===== src/rtl/alu_seq16.sv =====
// alu_seq16: 16-bit ADD HL,rr / INC rr / DEC rr / ADD SP,e8 sequencer.
// The 16-bit operation is split over two M-cycles on a shared 8-bit ALU:
// the low byte first, then the high byte with the ALU's own held carry.
// Flags are rebuilt from the operand and result bytes seen on the ALU bus.

package gate_boy_pkg;
    localparam int DATA_WIDTH   = 8;
    localparam int OPCODE_WIDTH = 4;

    localparam logic [OPCODE_WIDTH-1:0] ALU_OP_ADD = 4'd0;
    localparam logic [OPCODE_WIDTH-1:0] ALU_OP_ADC = 4'd1;
    localparam logic [OPCODE_WIDTH-1:0] ALU_OP_SUB = 4'd2;
    localparam logic [OPCODE_WIDTH-1:0] ALU_OP_SBC = 4'd3;
endpackage

module alu_seq16
    import gate_boy_pkg::*;
(
    input  logic                    clk,
    input  logic                    rst,
    input  logic                    phi,
    input  logic                    req_valid,
    output logic                    req_ready,
    input  logic [1:0]              req_op,
    input  logic [15:0]             req_a,
    input  logic [15:0]             req_b,
    input  logic [3:0]              req_flags,
    output logic [DATA_WIDTH-1:0]   alu_operand_A,
    output logic [DATA_WIDTH-1:0]   alu_operand_B,
    output logic [OPCODE_WIDTH-1:0] alu_opcode,
    input  logic [DATA_WIDTH-1:0]   alu_result,
    output logic                    rsp_valid,
    input  logic                    rsp_ready,
    output logic [15:0]             rsp_result,
    output logic [3:0]              rsp_flags
);

    typedef enum logic [1:0] {
        S_IDLE = 2'd0,
        S_LO   = 2'd1,
        S_HI   = 2'd2,
        S_DONE = 2'd3
    } state_t;

    typedef enum logic [1:0] {
        OP_ADD16     = 2'd0,
        OP_INC16     = 2'd1,
        OP_DEC16     = 2'd2,
        OP_ADD_SP_E8 = 2'd3
    } op_t;

    state_t      state;
    state_t      state_next;

    op_t         op_q;
    logic [15:0] a_q;
    logic [15:0] b_q;
    logic [3:0]  flags_q;
    logic [7:0]  res_lo_q;
    logic        h_lo_q;
    logic        c_lo_q;

    logic        accept;
    logic        lo_step;
    logic        hi_step;
    logic        byte_h;
    logic        byte_c_add;
    logic        byte_b_sub;
    logic [3:0]  flags_next;

    // Carry out of bit 7 for an add: majority of a7, b7 and the carry into bit 7.
    function automatic logic add_carry(input logic a7, input logic b7, input logic r7);
        logic c7;
        c7 = a7 ^ b7 ^ r7;
        return (a7 & b7) | ((a7 | b7) & c7);
    endfunction

    // Borrow out of bit 7 for a subtract, recovered from a7, b7 and r7.
    function automatic logic sub_borrow(input logic a7, input logic b7, input logic r7);
        return (~a7 & b7) | (~(a7 ^ b7) & r7);
    endfunction

    assign accept  = (state == S_IDLE) & phi & req_valid;
    assign lo_step = (state == S_LO) & phi;
    assign hi_step = (state == S_HI) & phi;

    // Carry/borrow into bit 4 is the same XOR for add and subtract.
    assign byte_h     = alu_operand_A[4] ^ alu_operand_B[4] ^ alu_result[4];
    assign byte_c_add = add_carry(alu_operand_A[7], alu_operand_B[7], alu_result[7]);
    assign byte_b_sub = sub_borrow(alu_operand_A[7], alu_operand_B[7], alu_result[7]);

    // State register; reset always wins over phi and handshakes.
    always_ff @(posedge clk) begin
        if (rst) begin
            state <= S_IDLE;
        end else begin
            state <= state_next;
        end
    end

    // Next-state: byte steps advance on phi, the response leaves on any handshake edge.
    always_comb begin
        state_next = state;
        case (state)
            S_IDLE: if (phi && req_valid) state_next = S_LO;
            S_LO:   if (phi)              state_next = S_HI;
            S_HI:   if (phi)              state_next = S_DONE;
            S_DONE: if (rsp_ready)        state_next = S_IDLE;
            default:                      state_next = S_IDLE;
        endcase
    end

    // Outputs: ALU bus per byte step, idle ADD 0+0 otherwise, and the handshake flags.
    always_comb begin
        alu_operand_A = '0;
        alu_operand_B = '0;
        alu_opcode    = ALU_OP_ADD;
        req_ready     = 1'b0;
        rsp_valid     = 1'b0;
        case (state)
            S_IDLE: begin
                req_ready = 1'b1;
            end
            S_LO: begin
                alu_operand_A = a_q[7:0];
                case (op_q)
                    OP_ADD16: begin
                        alu_operand_B = b_q[7:0];
                        alu_opcode    = ALU_OP_ADD;
                    end
                    OP_INC16: begin
                        alu_operand_B = 8'h01;
                        alu_opcode    = ALU_OP_ADD;
                    end
                    OP_DEC16: begin
                        alu_operand_B = 8'h01;
                        alu_opcode    = ALU_OP_SUB;
                    end
                    default: begin
                        alu_operand_B = b_q[7:0];
                        alu_opcode    = ALU_OP_ADD;
                    end
                endcase
            end
            S_HI: begin
                alu_operand_A = a_q[15:8];
                case (op_q)
                    OP_ADD16: begin
                        alu_operand_B = b_q[15:8];
                        alu_opcode    = ALU_OP_ADC;
                    end
                    OP_INC16: begin
                        alu_operand_B = 8'h00;
                        alu_opcode    = ALU_OP_ADC;
                    end
                    OP_DEC16: begin
                        alu_operand_B = 8'h00;
                        alu_opcode    = ALU_OP_SBC;
                    end
                    default: begin
                        alu_operand_B = {8{b_q[7]}};
                        alu_opcode    = ALU_OP_ADC;
                    end
                endcase
            end
            S_DONE: begin
                rsp_valid = 1'b1;
            end
            default: begin
                req_ready = 1'b0;
            end
        endcase
    end

    // Final flags: ADD16 uses the high-byte carries, ADD SP,e8 the low-byte ones.
    always_comb begin
        flags_next = flags_q;
        case (op_q)
            OP_ADD16:     flags_next = {flags_q[3], 1'b0, byte_h, byte_c_add};
            OP_ADD_SP_E8: flags_next = {2'b00, h_lo_q, c_lo_q};
            default:      flags_next = flags_q;
        endcase
    end

    // Datapath: capture the request, the low byte and its carries, then the response.
    always_ff @(posedge clk) begin
        if (rst) begin
            op_q       <= OP_ADD16;
            a_q        <= 16'h0000;
            b_q        <= 16'h0000;
            flags_q    <= 4'h0;
            res_lo_q   <= 8'h00;
            h_lo_q     <= 1'b0;
            c_lo_q     <= 1'b0;
            rsp_result <= 16'h0000;
            rsp_flags  <= 4'h0;
        end else begin
            if (accept) begin
                op_q    <= op_t'(req_op);
                a_q     <= req_a;
                b_q     <= req_b;
                flags_q <= req_flags;
            end
            if (lo_step) begin
                res_lo_q <= alu_result;
                h_lo_q   <= byte_h;
                c_lo_q   <= (op_q == OP_DEC16) ? byte_b_sub : byte_c_add;
            end
            if (hi_step) begin
                rsp_result <= {alu_result, res_lo_q};
                rsp_flags  <= flags_next;
            end
        end
    end

endmodule


===== config.mk =====
export PLATFORM = sky130hd
export DESIGN_NAME = alu_seq16
export DESIGN_NICKNAME = d
export VERILOG_FILES = /design/src/rtl/alu_seq16.sv
export SDC_FILE = /design/constraint.sdc
export NUM_CORES = 1
export LEC_CHECK = 0
export ABC_CLOCK_PERIOD_IN_PS = 7100
export CORE_MARGIN = 2
export CORE_UTILIZATION = 30
export CTS_CLUSTER_SIZE = 16
export DETAILED_ROUTE_END_ITERATION = 10
export GPL_ROUTABILITY_DRIVEN = 0
export SYNTH_ARGS = -nofsm -noshare
export SYNTH_HDL_FRONTEND = slang
export SYNTH_SLANG_ARGS = --single-unit

===== constraint.sdc =====
create_clock -name clk -period 7.1 [get_ports clk]
set_input_delay 1.42 -clock clk [delete_from_list [all_inputs] [get_ports clk]]
set_output_delay 1.42 -clock clk [all_outputs]
set_load 0.05 [all_outputs]

==> impl_metrics.tcl, run 1 <==
set metrics [dict create \
    worstSetupPathType "flip-flop to output port" \
    register_area_mm2 0.00140 \
    clock_latency_ns 0.36 \
    slew_headroom_pct 32.3 \
    drive_gt1_share_pct 4.88 \
    seqPwrFrac_pct 36.4 \
    dp_hpwl_um 5780 \
    fin_crit_sh_pct 63.6 \
    cts_buffer_depth 2 \
    switching_share_pct 38.0 \
    antenna_found_initial 0 \
    syn_avg_cell_area_um2 7.75 \
    p_int_mw 0.798 \
    ys_seq_elements 70 \
    cts_hold_buf 0 \
    wirelength_um 8410 \
    cts_sinks 70 \
    yosysTopAreaCellShare_pct 43.6 \
    tritoncts "done" \
    die_area_mm2 0.0116 \
    fin_crit_ns 4.51 \
    grt_pass1_wl_um 13300 \
    setup_viol 0 \
    post_cts_buffers 0 \
    syn-cell-area_mm2 0.00322 \
    combPwrFrac_pct 34.9 \
    async_flop_share_pct 0 \
    clkPwrFrac_pct 28.7 \
    clkTransAtPathRegs_ns 0.08 \
    end_kind "output port" \
    finalSetupTns_ns 0 \
    die_y_um 108 \
    p_leak_nw 1.59 \
    diodes 0 \
    required_ns 5.68 \
    grt_pass1_vias 2752 \
    pre_cts_slack_ns 2.95 \
    globalRouteOverflowTotal 0 \
    drtAntennaViolNets 0 \
    via_per_inst 4.70 \
    p_per_area_mw_per_mm2 294 \
    synthTopCellsByCount "138 x nand2_1, 70 x dfxtp_1, 69 x a21oi_1, 16 x clkbuf_1, 14 x nor2b_1" \
    worst_slew_pin_slew_ns 1.02 \
    hold_path_depth 2 \
    area_growth_pct 36.3 \
    hold_viol 0 \
    synthTopCellsByArea "dfxtp_1 44%, nand2_1 16%, a21oi_1 11%" \
    die_w_um 108 \
    finalMaxSlewViolations 0 \
    numCtsBuffers 9 \
    stdcell_count 628 \
    arrival_ns 3.09 \
    dp.cells 612 \
    grt_usage_pct 14.7 \
    fin_worst_skew_ns 0.00770 \
    fill_cells 1075 \
    io_pins 93 \
    critPathLaunchType "flip-flop" \
    root_buffer "clkbuf_8" \
    status "complete, no violations" \
    synth-main-ff-cell "dfxtp_1" \
    reg2regPathDepth 11 \
    peakVddDrop_mv 0.136 \
    hold_class "flip-flop to flip-flop" \
    cts_resized 0 \
    fmax_ghz 0.222 \
    rows 37 \
    ys_seq_area_share_pct 43.6 \
    drc 0 \
    fin_total_pwr_mw 1.29 \
    p_switching_mw 0.488 \
    cts-htree-levels 3 \
    postSynthCellCount 415 \
    core-area_mm2 0.0104 \
    grt_max_degree 71 \
    drt_iter0_markers 210 \
    ys_types 42 \
    synth_edf_count 0 \
    start_util_pct 31.0 \
    nets 550 \
    post_drt_wl_per_cell_um 13.4 \
    yosysTopAreaCell "dfxtp_1" \
    cap_violations 0 \
    fin_ws_ns 2.59 \
    portBuffers 90 \
    drtPass1Iterations 5 \
    path_max_fanout 17 \
    num_vias 2952 \
    yosysWarnings 0 \
    rsz0062_at_grt "no" \
    yosysMostFrequentCell "nand2_1" \
    multi_input_area_mm2 0.00163 \
]
[layout by cell type, fill, tap and decap left out, types with 4 or more instances in the layout]
cell and instances:
a21o_1 7, a21oi_1 69, dfxtp_1 70, nand3_1 7, nand2_1 138, clkdlybuf4s50_1 89, nor2b_1 14, clkbuf_8 9
inv_1 9, o211ai_1 4, and2_1 5, a22oi_1 12, ha_1 10
[state kept, by name (all words and copies together), names as in the netlist]
register	flops
h_lo_q	1
rsp_result	16
op_q	2
b_q	16
res_lo_q	8
state	2
flags_q	4
rsp_flags	4
c_lo_q	1
a_q	16
[stage by stage]
stage	hold slack, ns	util, %	cell area, um^2
global placement	0.440	40.1	4150
finish	0.457	42.3	4380
CTS	0.456	42.3	4380
detailed placement	0.447	40.1	4150
global route	0.475	42.3	4380
floorplan	0.431	-	3220
[worst paths after layout]
kind	start	end	slack (ns)
worst min-delay path	a_q[3]	a_q[3]	0.46
worst min register to register	a_q[3]	a_q[3]	0.46
worst max-delay path	state[1]	alu_operand_B[7]	2.59
worst max register to register	state[1]	rsp_flags[0]	4.20
[metal layers]
metal  track usage (%)  part of all wire [%]  vias up
met5                 0                     0        -
met4              6.41                   1.9        0
met3              3.33                   4.7       13
met2              22.5                    45       78
met1              19.9                    48     1341
li1                  -                     -     1520
[power by group through the flow]
stage               logic [mW]  registers [mW]  clock network [mW]
finish                   0.449           0.468               0.369
global route             0.492           0.474               0.396
CTS                      0.451           0.468               0.379
detailed placement       0.449           0.477                   0
global placement         0.439           0.475                   0
floorplan                0.303           0.494                   0
[final cells by class]
| type | count | area share, % |
|---|---|---|
| Clock inverter | 7 | 2.40 |
| Sequential cell | 70 | 32.0 |
| Tap cell | 136 | 3.88 |
| Timing Repair Buffer | 93 | 21.0 |
| Multi-Input combinational cell | 304 | 37.2 |
| Clock buffer | 9 | 2.83 |
| Inverter | 9 | 0.771 |
[critical path, stage by stage, from the launching register on]
cell and delay, ns:
dfxtp_1 0.36, inv_1 0.11, ha_1 0.56, nor2b_1 0.48
a21o_1 0.13, a32o_1 0.14, and2_1 0.14, clkdlybuf4s50_1 0.80
[cell families (layout without fill, tap and decap cells)]
family,Yosys count,in the layout,share of synthesized area (%)
buf+inv,42,118,5.84
compound gates,110,110,20.9
fa+ha+maj,12,12,5.14
other cells,1,2,0.117
simple gates,180,180,24.5
flops,70,70,43.6
(Power assumes the default switching activity.)
==> run 2: changes to the inputs <==
--- a/config.mk
+++ b/config.mk
@@ -5,7 +5,7 @@
 export SDC_FILE = /design/constraint.sdc
 export NUM_CORES = 1
 export LEC_CHECK = 0
-export ABC_CLOCK_PERIOD_IN_PS = 7100
+export ABC_CLOCK_PERIOD_IN_PS = 4500
 export CORE_MARGIN = 2
 export CORE_UTILIZATION = 30
 export CTS_CLUSTER_SIZE = 16
==> constraint.sdc (replaced) <==
create_clock -name clk -period 4.5 [get_ports clk]
set_input_delay 0.9 -clock clk [delete_from_list [all_inputs] [get_ports clk]]
set_output_delay 0.9 -clock clk [all_outputs]
set_load 0.05 [all_outputs]
==> run 2 against run 1 <==
Compared with the run above: flip-flop and latch count did not move; combinational power rose by 57%; cell count rose by 0.32%; power rose by 57%; register-to-register slack got worse by 2.5 ns; critical path type unchanged; critical endpoint unchanged; design area rose by 0.34%; clock power rose by 57%.
==> impl_metrics.tcl, run 2 (synthesis results as in run 1) <==
set metrics [dict create \
    setup_viol 0 \
    die_area_mm2 0.0116 \
    critPathLaunchType "flip-flop" \
    grt_pass1_wl_um 13600 \
    grt_max_degree 39 \
    post_drt_wl_per_cell_um 13.4 \
    p_leak_nw 1.60 \
    rows 37 \
    wirelength_um 8430 \
    path_max_fanout 17 \
    numCtsBuffers 9 \
    fin_crit_sh_pct 84.8 \
    drive_gt1_share_pct 5.26 \
    clkPwrFrac_pct 28.7 \
    cts-htree-levels 3 \
    p_per_area_mw_per_mm2 460 \
    cts_hold_buf 0 \
    portBuffers 90 \
    drc 0 \
    crit_path_cell_trace "inv_1 -> ha_1 -> buf_4 -> a21o_1 -> a32o_1 -> and2_1 -> clkdlybuf4s50_1" \
    via_per_inst 4.71 \
    io_pins 93 \
    multi_input_area_mm2 0.00163 \
    drtAntennaViolNets 0 \
    layout_commonest_cell "nand2_1" \
    clkTransAtPathRegs_ns 0.08 \
    worst_slew_pin_slew_ns 0.708 \
    post_cts_buffers 0 \
    drtPass1Iterations 4 \
    grt_usage_pct 15.0 \
    hold_viol 0 \
    grt_pass1_vias 2846 \
    drt_iter0_markers 117 \
    seqPwrFrac_pct 36.5 \
    clock_latency_ns 0.34 \
    final_cell_mix "138 x nand2_1, 89 x clkdlybuf4s50_1, 70 x dfxtp_1" \
    globalRouteOverflowTotal 0 \
    hold_class "flip-flop to flip-flop" \
    slew_headroom_pct 52.8 \
    required_ns 3.60 \
    slowest_delay_ns 0.80 \
    worstSetupPathType "flip-flop to output port" \
    rsz0062_at_grt "no" \
    p_int_mw 1.27 \
    tritoncts "done" \
    post-route-util_pct 42.4 \
    area_growth_pct 36.8 \
    finalMaxSlewViolations 0 \
    cts_buffer_depth 2 \
    finalSetupTns_ns 0 \
    end_kind "output port" \
    die_w_um 108 \
    p_switching_mw 0.760 \
    diodes 0 \
    die_y_um 108 \
    antenna_found_initial 0 \
    cts_sinks 70 \
    root_buffer "clkbuf_8" \
    cts_resized 0 \
    register_area_mm2 0.00140 \
    nets 552 \
    status "complete, no violations" \
    cap_violations 0 \
    combPwrFrac_pct 34.8 \
    core-area_mm2 0.0104 \
    crit_family "buffers and inverters" \
    arrival_ns 2.92 \
    num_vias 2966 \
    fmax_ghz 0.262 \
    start_util_pct 31.0 \
    dp_hpwl_um 5990 \
    fin_crit_ns 3.82 \
    switching_share_pct 37.5 \
    worst-path-buf-inv 3 \
    fin_worst_skew_ns 0.00769 \
    slowest_stage "clkdlybuf4s50_1" \
    peakVddDrop_mv 0.216 \
    top_regs "a_q x16, b_q x16, rsp_result x16" \
    fill_cells 1059 \
]
[run 2: cell count changes in the layout (fill, tap and decap cells not counted)]
| cell | previous run | this run |
|---|---|---|
| inv_6 | 2 | 1 |
| clkinv_4 | 1 | 2 |
| buf_4 | 3 | 5 |
[run 2: worst reg2reg max path: cells and delay by family (launching register included)]
kind / cells / cell delay (ns)
AO/OA/AOI/OAI: 4 / 0.57
AND/OR/NAND/NOR: 2 / 0.22
buffers and inverters: 3 / 0.53
adder cells (fa/ha/maj): 2 / 1.03
flip-flops: 1 / 0.34
[run 2: final timing paths]
| path | depth (start not counted) | slack, ns | to | start |
|---|---|---|---|---|
| max | 7 | 0.68 | alu_operand_B[7] | state[0] |
| min | 2 | 0.45 | rsp_result[0] | res_lo_q[0] |
| max reg2reg | 11 | 1.74 | rsp_flags[0] | state[0] |
| min reg2reg | 2 | 0.45 | rsp_result[0] | res_lo_q[0] |
[run 2: power by group through the flow]
| stage | clock [mW] | combinational [mW] | sequential, mW |
|---|---|---|---|
| 4_1_cts | 0.597 | 0.713 | 0.740 |
| 6_report | 0.581 | 0.705 | 0.739 |
| 5_1_grt | 0.623 | 0.783 | 0.750 |
| 2_1_floorplan | 0 | 0.478 | 0.780 |
| 3_5_place_dp | 0 | 0.712 | 0.754 |
| 3_3_place_gp | 0 | 0.696 | 0.751 |
[run 2: area by class of cell]
cell class | instances | share of cell area [%]
inverters | 9 | 0.768
well taps | 136 | 3.87
clock inverters | 7 | 2.39
repair buffers | 95 | 21.2
flip-flops and latches | 70 | 31.9
clock buffers | 9 | 2.82
multi-input cells | 304 | 37.1
[run 2: metal layers]
layer	global-route usage [%]	routed length, um
met3	3.39	378
met2	23.0	3830
met5	0	0
met4	5.04	124
met1	20.7	4090
[run 2: through the flow]
stage               hold slack, ns  instance area, um^2  setup slack, ns  power [mW]  cells
global placement             0.441                 4170             1.16        1.45    614
CTS                          0.450                 4400            0.671        2.05    630
detailed placement           0.446                 4170             1.03        1.47    614
global route                 0.474                 4400            0.491        2.16    630
finish                       0.450                 4400            0.684        2.03    630
floorplan                    0.431                 3220             1.63        1.26    416
